$ cat config.mk
export PLATFORM = sky130hd
export DESIGN_NAME = regfile_scoreboard
export DESIGN_NICKNAME = d
export VERILOG_FILES = /design/src/rtl/regfile_scoreboard_pkg.sv /design/src/rtl/regfile_scoreboard_pend_counter.sv /design/src/rtl/regfile_scoreboard.sv
export SDC_FILE = /design/constraint.sdc
export NUM_CORES = 2
export LEC_CHECK = 0
export BUFFER_PORTS_ARGS = -buffer_cell sky130_fd_sc_hd__buf_4
export CAP_MARGIN = 40
export CORE_ASPECT_RATIO = 2
export CORE_MARGIN = 5
export CORE_UTILIZATION = 29
export CTS_CLUSTER_DIAMETER = 100
export DETAILED_ROUTE_END_ITERATION = 7
export SYNTH_ARGS = -nofsm -noshare
export SYNTH_HDL_FRONTEND = slang
export SYNTH_SLANG_ARGS = --single-unit
$ cat constraint.sdc
create_clock -name HCLK -period 84.9 [get_ports HCLK]
set_input_delay 16.98 -clock HCLK [delete_from_list [all_inputs] [get_ports HCLK]]
set_output_delay 16.98 -clock HCLK [all_outputs]
set_load 0.05 [all_outputs]
$ cat src/rtl/regfile_scoreboard_pkg.sv
// rf_pkg: shared defaults, address/counter types and helpers for regfile_scoreboard.
package rf_pkg;

    localparam int XLEN_DEF   = 32;
    localparam int NREG_DEF   = 32;
    localparam int PEND_W_DEF = 2;

    // Never returns 0 so that a degenerate register count still yields a usable address width.
    function automatic int clog2_safe(input int n);
        return (n <= 2) ? 1 : $clog2(n);
    endfunction

    typedef logic [clog2_safe(NREG_DEF)-1:0] reg_addr_t;
    typedef logic [PEND_W_DEF-1:0]           pend_cnt_t;

    localparam pend_cnt_t PEND_MAX = '1;

endpackage

$ cat src/rtl/regfile_scoreboard_pend_counter.sv
// rf_pend_counter: one register's saturating pending-write counter.
//   clk_i/rst_i   clock, async active-high reset
//   inc_i         one accepted issue this cycle
//   dec_i         0..2 completions (writeback and/or kill) this cycle
//   cnt_o         registered count
//   at_max_o      count saturated
//   nonzero_o     count nonzero
//   underflow_o   this cycle asks for more decrements than available (count clamps to 0)
module rf_pend_counter #(
    parameter int PEND_W = 2
) (
    input  logic              clk_i,
    input  logic              rst_i,
    input  logic              inc_i,
    input  logic [1:0]        dec_i,
    output logic [PEND_W-1:0] cnt_o,
    output logic              at_max_o,
    output logic              nonzero_o,
    output logic              underflow_o
);

    logic [PEND_W-1:0] cnt_q, cnt_d;
    logic [PEND_W:0]   sum;

    // One extra bit so that max + inc cannot wrap before the decrement is applied.
    always_comb begin
        sum         = {1'b0, cnt_q} + (PEND_W+1)'(inc_i);
        underflow_o = sum < (PEND_W+1)'(dec_i);
        cnt_d       = underflow_o ? '0 : PEND_W'(sum - (PEND_W+1)'(dec_i));
    end

    always_ff @(posedge clk_i or posedge rst_i)
        if (rst_i) cnt_q <= '0;
        else       cnt_q <= cnt_d;

    assign cnt_o     = cnt_q;
    assign at_max_o  = &cnt_q;
    assign nonzero_o = |cnt_q;

endmodule

$ cat src/rtl/regfile_scoreboard.sv
// regfile_scoreboard: register file with write-through bypass and per-register pending-write scoreboard.
//   HCLK/HRESET          clock, async active-high reset
//   rd_addr/rd_data      NUM_RD packed combinational read ports (bypassed from writeback)
//   rd_busy              per port: operand still has an unsatisfied outstanding write
//   iss_en/iss_rd        decode issues a writer; iss_ready low when that counter is saturated
//   wb_en/wb_addr/wb_data writeback (writes register, retires one pending write)
//   kill_en/kill_addr    squashed writer (retires one pending write, no data)
//   busy_any             some register has pending writes
//   err_underflow        sticky: a retire hit an empty counter
//   RF_DBG_PORT_EN adds dbg_addr/dbg_data/dbg_pend for unbypassed register and counter inspection.
module regfile_scoreboard
    import rf_pkg::*;
#(
    parameter int XLEN   = XLEN_DEF,
    parameter int NREG   = NREG_DEF,
    parameter int AW     = clog2_safe(NREG),
    parameter int NUM_RD = 2,
    parameter int PEND_W = PEND_W_DEF
) (
    input  logic                   HCLK,
    input  logic                   HRESET,
    input  logic [NUM_RD*AW-1:0]   rd_addr,
    output logic [NUM_RD*XLEN-1:0] rd_data,
    output logic [NUM_RD-1:0]      rd_busy,
    input  logic                   iss_en,
    input  logic [AW-1:0]          iss_rd,
    output logic                   iss_ready,
    input  logic                   wb_en,
    input  logic [AW-1:0]          wb_addr,
    input  logic [XLEN-1:0]        wb_data,
    input  logic                   kill_en,
    input  logic [AW-1:0]          kill_addr,
`ifdef RF_DBG_PORT_EN
    input  logic [AW-1:0]          dbg_addr,
    output logic [XLEN-1:0]        dbg_data,
    output logic [PEND_W-1:0]      dbg_pend,
`endif
    output logic                   busy_any,
    output logic                   err_underflow
);

    logic [XLEN-1:0]   reg_q [NREG];
    logic [PEND_W-1:0] cnt   [NREG];
    logic [NREG-1:0]   at_max, nonzero, uf;
    logic              err_q, err_d, iss_dec;

    always_ff @(posedge HCLK or posedge HRESET)
        if (HRESET) for (int r = 0; r < NREG; r++) reg_q[r] <= '0;
        else if (wb_en && wb_addr != '0) reg_q[wb_addr] <= wb_data;

    // x0 has no counter: it is never busy and never blocks issue.
    assign cnt[0]     = '0;
    assign at_max[0]  = 1'b0;
    assign nonzero[0] = 1'b0;
    assign uf[0]      = 1'b0;

    for (genvar r = 1; r < NREG; r++) begin : g_cnt
        logic       inc;
        logic [1:0] dec;
        assign inc = iss_en && iss_ready && iss_rd == AW'(r);
        assign dec = {1'b0, wb_en && wb_addr == AW'(r)} + {1'b0, kill_en && kill_addr == AW'(r)};
        rf_pend_counter #(.PEND_W(PEND_W)) u_cnt (
            .clk_i       (HCLK),
            .rst_i       (HRESET),
            .inc_i       (inc),
            .dec_i       (dec),
            .cnt_o       (cnt[r]),
            .at_max_o    (at_max[r]),
            .nonzero_o   (nonzero[r]),
            .underflow_o (uf[r])
        );
    end

    // A same-cycle writeback or kill frees a slot, so a saturated counter can still accept.
    assign iss_dec   = (wb_en && wb_addr == iss_rd) || (kill_en && kill_addr == iss_rd);
    assign iss_ready = !(iss_rd != '0 && at_max[iss_rd] && !iss_dec);

    for (genvar i = 0; i < NUM_RD; i++) begin : g_rd
        logic [AW-1:0] a;
        logic          hit;
        assign a   = rd_addr[i*AW +: AW];
        assign hit = wb_en && wb_addr == a;
        assign rd_data[i*XLEN +: XLEN] = (a == '0) ? '0 : hit ? wb_data : reg_q[a];
        // cnt - hit != 0 without a subtractor; kill deliberately does not clear busy this cycle.
        assign rd_busy[i] = (a != '0) && (cnt[a] != PEND_W'(hit));
    end

    assign err_d = err_q | (|uf);

    always_ff @(posedge HCLK or posedge HRESET)
        if (HRESET) err_q <= 1'b0;
        else        err_q <= err_d;

    assign busy_any      = |nonzero;
    assign err_underflow = err_q;

`ifdef RF_DBG_PORT_EN
    assign dbg_data = (dbg_addr == '0) ? '0 : reg_q[dbg_addr];
    assign dbg_pend = cnt[dbg_addr];
`endif

endmodule
* Word-level counts from Yosys, hierarchy flattened
Cells that the tools add are included.
Cells by class: equality and inequality tests 99, add/subtract/negate cells 93, multiplexer cells 52, magnitude comparators 36, reductions and logical operators 146, bitwise logic cells 4
Operators by type and width (number):
- 1024-bit bitwise mux | 1
- 32-bit binary-select mux with 5-bit select | 2
- 32-bit two-way mux | 9
- 5-bit equality test (second input constant) | 48
- 32-bit demux with 5-bit select | 1
- 5-bit by 4-bit equality test with 1-bit output (second input constant) | 24
- 1-bit logical AND | 104
- 2-bit by 1-bit adder with 3-bit output | 31
- 3-bit by 2-bit < comparator with 1-bit output | 31
- 2-bit two-way mux | 35
- 1-bit by 1-bit adder with 2-bit output | 31
- 2-bit AND reduction | 31
- 62-bit OR reduction | 1
- 2-bit subtractor | 31
- 5-bit by 3-bit equality test with 1-bit output (second input constant) | 12
- 31-bit OR reduction | 1
- 5-bit by 2-bit equality test with 1-bit output (second input constant) | 6
- 2-bit binary-select mux with 5-bit select | 2
- 5-bit equality test | 4
- 5-bit nonzero test | 4
- 6-bit >= comparator (second input constant) | 3
- 5-bit NOT with 6-bit output | 3
- 5-bit by 1-bit equality test with 1-bit output (second input constant) | 3
- 5-bit zero test | 2
- other kinds (8) | 10
Storage, ports and cells: register bits after elaboration 1087, bits of input ports 62, output and inout bits 69, logic and storage cells 494

* Logic depth before layout (Yosys ltp)
depth in word-level cells 12, gate-level depth with buffers 17

* By module
From an unflattened synthesis, not the netlist that was laid out.
Second synthesis, totals: cells, all modules 5235, area, all modules 62224.7 µm²
By module, submodules not included:
- regfile_scoreboard | seq. area each 25649.6 µm², times used 1, area an instance 56872.0 µm², cells each 4739
- rf_pend_counter | seq. area each 50.0 µm², times used 31, area an instance 172.7 µm², cells each 16

* Worst setup path after synthesis
OpenSTA, ideal clock, no wires.
path type input to output, from input port rd_addr[0], to output port rd_data[10], data arrival time 19.536 ns, stages 9, buffers on the path 5, slack 48.384 ns, path through buf_2 -> buf_6 -> buf_4 -> xor2_1 -> nor4_1 -> nand3_1 -> buf_2 -> clkbuf_1 -> a211oi_1
On the way: cells in the longest elaborated chain, start to end 6, elaborated cells between the ends (all ways) 9
Ends and longest elaborated chain:
- from (decl) | RTL line regfile_scoreboard.sv:22 | input logic [NUM_RD*AW-1:0] rd_addr,
- 5-bit NOT with 6-bit output (implied by the code) | RTL line regfile_scoreboard.sv:83 | assign rd_data[i*XLEN +: XLEN] = (a == '0) ? '0 : hit ? wb_data : reg_q[a];
- 32-bit binary-select mux with 5-bit select | RTL line regfile_scoreboard.sv:83
- 32-bit two-way mux (implied by the code) (2 in series) | RTL line regfile_scoreboard.sv:83
- 32-bit two-way mux | RTL line regfile_scoreboard.sv:83
- 32-bit two-way mux * | RTL line regfile_scoreboard.sv:83
- to (decl) | RTL line regfile_scoreboard.sv:23 | output logic [NUM_RD*XLEN-1:0] rd_data,
Mark *: on every way between the ends. The rest lies on a longest branch, timed or not. The select of a mux whose other input is x is not followed.

* Worst setup path in the final report
from input port rd_addr[7], to output port rd_busy[1]
On the way: cells in the longest elaborated chain, start to end 6, elaborated cells between the ends (all ways) 9
Ends and longest elaborated chain:
- 5-bit NOT with 6-bit output (implied by the code) | RTL line regfile_scoreboard.sv:85 | assign rd_busy[i] = (a != '0) && (cnt[a] != PEND_W'(hit));
- 2-bit binary-select mux with 5-bit select | RTL line regfile_scoreboard.sv:85
- 2-bit two-way mux (implied by the code) (2 in series) | RTL line regfile_scoreboard.sv:85
- 2-bit by 1-bit inequality test with 1-bit output | RTL line regfile_scoreboard.sv:85
- 1-bit logical AND * | RTL line regfile_scoreboard.sv:85
- to (decl) | RTL line regfile_scoreboard.sv:24 | output logic [NUM_RD-1:0] rd_busy,
Marks and branches as above.

==> impl_metrics.ini <==
[outcome]
status = finished, final reports clean

[yosys]
synth_ff_type = dfrtp_1
avgSynthCellArea_um2 = 12.0
ys_types = 55
synth_fa_ha_area_frac = 0.0349
synthTopCellsByCount = 1615 x nand2_1, 1087 x dfrtp_1, 673 x mux4_2
synth_compound_area_frac = 0.0155
synth_xor_area_frac = 0.00759
synth_top_family_by_area = multiplexers
syn_inst = 5185
ys_top_cells_by_area = dfrtp_1 44%, mux4_2 24%, nand2_1 9.7%
synth_area_leader_cell = dfrtp_1
ys_seq_area_frac = 0.437
yosys_warnings = 0
synth_edf_count = 0
yosys.area_share.simple = 0.122
async_flop_share = 1.00
synth_top_area_frac = 0.437
syn_area_um2 = 62300
synth-seq-cells = 1087
synthMuxAreaShare = 0.342
syn_nets = 5402
yosysMostFrequentCell = nand2_1

[clocking]
cts_buffer_depth = 3
clock_sinks = 1087
cts_buffers = 95
cts_tree = built
worstSkewPairLatency_ps = 700
cts_setup_buffers = 0
h-tree-depth = 3
ctsResizeCount = 0
cts_root_buffer = clkbuf_16
cts_hold_buf = 0
path_clk_slew_ps = 70

[global_routing]
grt_max_degree = 195
grt.total_usage = 0.199
grt_pass1_wl_mm = 329
grt_pass1_vias = 46850
grt.overflow.total = 0
antenna_found_initial = 13

[sta]
fin_worst_skew_ps = 16.6
worst_slew_margin_rel = 0.281
fin_crit_ps = 38730
hold_viol_final = 0
rsz0062_at_grt = no
tns_ps = 0
finalSetupViolCount = 0
report.final.slew_viol_count = 0
setup_ws_ps = 46170
worst_pin_slew_ps = 1080
timing.final.crit_share = 0.456
fmaxAchievable_ghz = 0.0258

[setup_path]
path_max_fanout = 71
r2r-end = err_underflow
slowest_delay_ps = 740
crit_start = rd_addr[7]
end_kind = output port
cp.required_ps = 67920
critPathSlowestCell = buf_4
startpoint_type = primary input
crit_family = buffers and inverters
critPathBufInv = 4
reg2reg_setup_slack_ps = 80050
crit_top_cell = buf_4
crit_chain = buf_8, buf_4, buf_4, xor2_1, nor4_1, nand3_4, xnor2_1, o32ai_1, buf_4
r2r-start = g_cnt[2].u_cnt.cnt_o[1]
r2r_cells = 15
cp.arrival_ps = 21750
timing_worst_setup_path_type = in -> out

[drt]
firstDrtPassIters = 6
drc_errors = 0
postRouteAntennaNets = 0
wl_per_cell_um = 28.6
vias_per_cell = 5.60
first_iter_violations = 4768
via_count = 44445
wl_mm = 227

[cells_and_area]
seq_area_um2 = 27200
multi_input_area_um2 = 32700
final_util = 0.326
final_layout_size_suffix_gt1_frac = 0.316
syn_to_final_growth_pct = 11.9
fill_cells = 21221
final_nets = 5284

[floorplanning]
die_w_um = 338
rows = 240
die_h_um = 665
ios = 131
start_util = 0.291
design.core.area_um2 = 214000
die-area_um2 = 225000

[power_and_ir_drop]
peakVddDrop_mv = 0.0146
cellPowerDensity_nw_per_um2 = 22.5
p_leak_nw = 31.4

[worst_hold_path]
holdPathEnd = reg_q[1008]
min_path_cells = 0
hold_class = reg -> reg
hold_start = reg_q[1008]

[place]
preCtsSetupSlack_ps = 46130
gp_congestion = 0.939
hpwl_mm = 138
place.port_buffers = 130

[flow_run]
drv_cap = 0
stage by stage:
stage	hold WS [ps]	instances	area [µm²]	total power, mW
final	399	7937	69700	1.57
after global placement	376	7726	65600	1.07
after global routing	408	7928	69700	1.64
after CTS	399	7926	69600	1.58
after floorplan	441	5185	62300	0.968
after detailed placement	383	7752	66200	1.09
worst register-to-register path, delay by kind of cell (launching register included):
kind | cells | cell delay, ps
adders and majority gates | 2 | 670
DFF | 1 | 510
AOI/OAI and AO/OA | 7 | 1730
and+or+nand+nor | 4 | 1380
buffers and inverters | 2 | 390
cells by family (layout without fill, tap and decap cells):
family | after synthesis | in the layout
buffers and inverters | 591 | 550
multiplexers | 1226 | 1226
flip-flops | 1087 | 1087
AND/OR/NAND/NOR | 1928 | 1928
other | 0 | 10
adder cells (fa/ha/maj) | 155 | 155
AO/OA/AOI/OAI | 144 | 144
XOR/XNOR | 54 | 54
state kept, by name, indices dropped and copies added, names as in the netlist:
| register | count |
|---|---|
| reg_q | 1024 |
| g_cnt.u_cnt.cnt_o | 62 |
| err_underflow | 1 |
cell type report:
type / instances / area share
diodes: 10 / 0.000359
clock buffers: 132 / 0.0400
clock inverters: 42 / 0.00939
inverters: 114 / 0.00625
multi-input cells: 3507 / 0.469
flip-flops and latches: 1087 / 0.390
well taps: 2783 / 0.0500
repair buffers: 262 / 0.0350
placed cells by master, fill, tap and decap left out, types with 22 or more instances in the layout:
cell type,count
clkbuf_8,23
o21ai_1,35
buf_4,225
fa_1,31
dfrtp_1,1087
nor2_1,142
xnor2_1,37
mux2_2,472
nand3_1,25
a211oi_1,32
a21oi_1,26
clkbuf_16,97
nor4_1,22
mux4_2,673
ha_1,124
inv_1,96
or3_1,24
mux2i_1,72
nand2_1,1606
nor3_1,33
power by group:
group	switching, mW	total, mW	internal, mW
combinational	0.184	0.380	0.196
sequential	0.0870	0.702	0.615
clock	0.213	0.489	0.276
worst max-delay path by stage:
stage | cells past startpoint | slack [ps] | to
2_1_floorplan | 1 | 37320 | err_underflow
3_3_place_gp | 9 | 45540 | rd_busy[1]
3_5_place_dp | 9 | 46130 | rd_busy[1]
4_1_cts | 9 | 46120 | rd_busy[1]
5_1_grt | 9 | 45960 | rd_busy[1]
6_report | 9 | 46170 | rd_busy[1]
metal layers:
layer  vias to the layer above  GRT usage  part of all wire
li1                      18064          -                 -
met1                     23320      0.235              0.36
met4                        12      0.120             0.072
met5                         -          0           0.00030
met3                       716     0.0394             0.079
met2                      2333      0.335              0.49
Power figures use the tool's default switching activity.
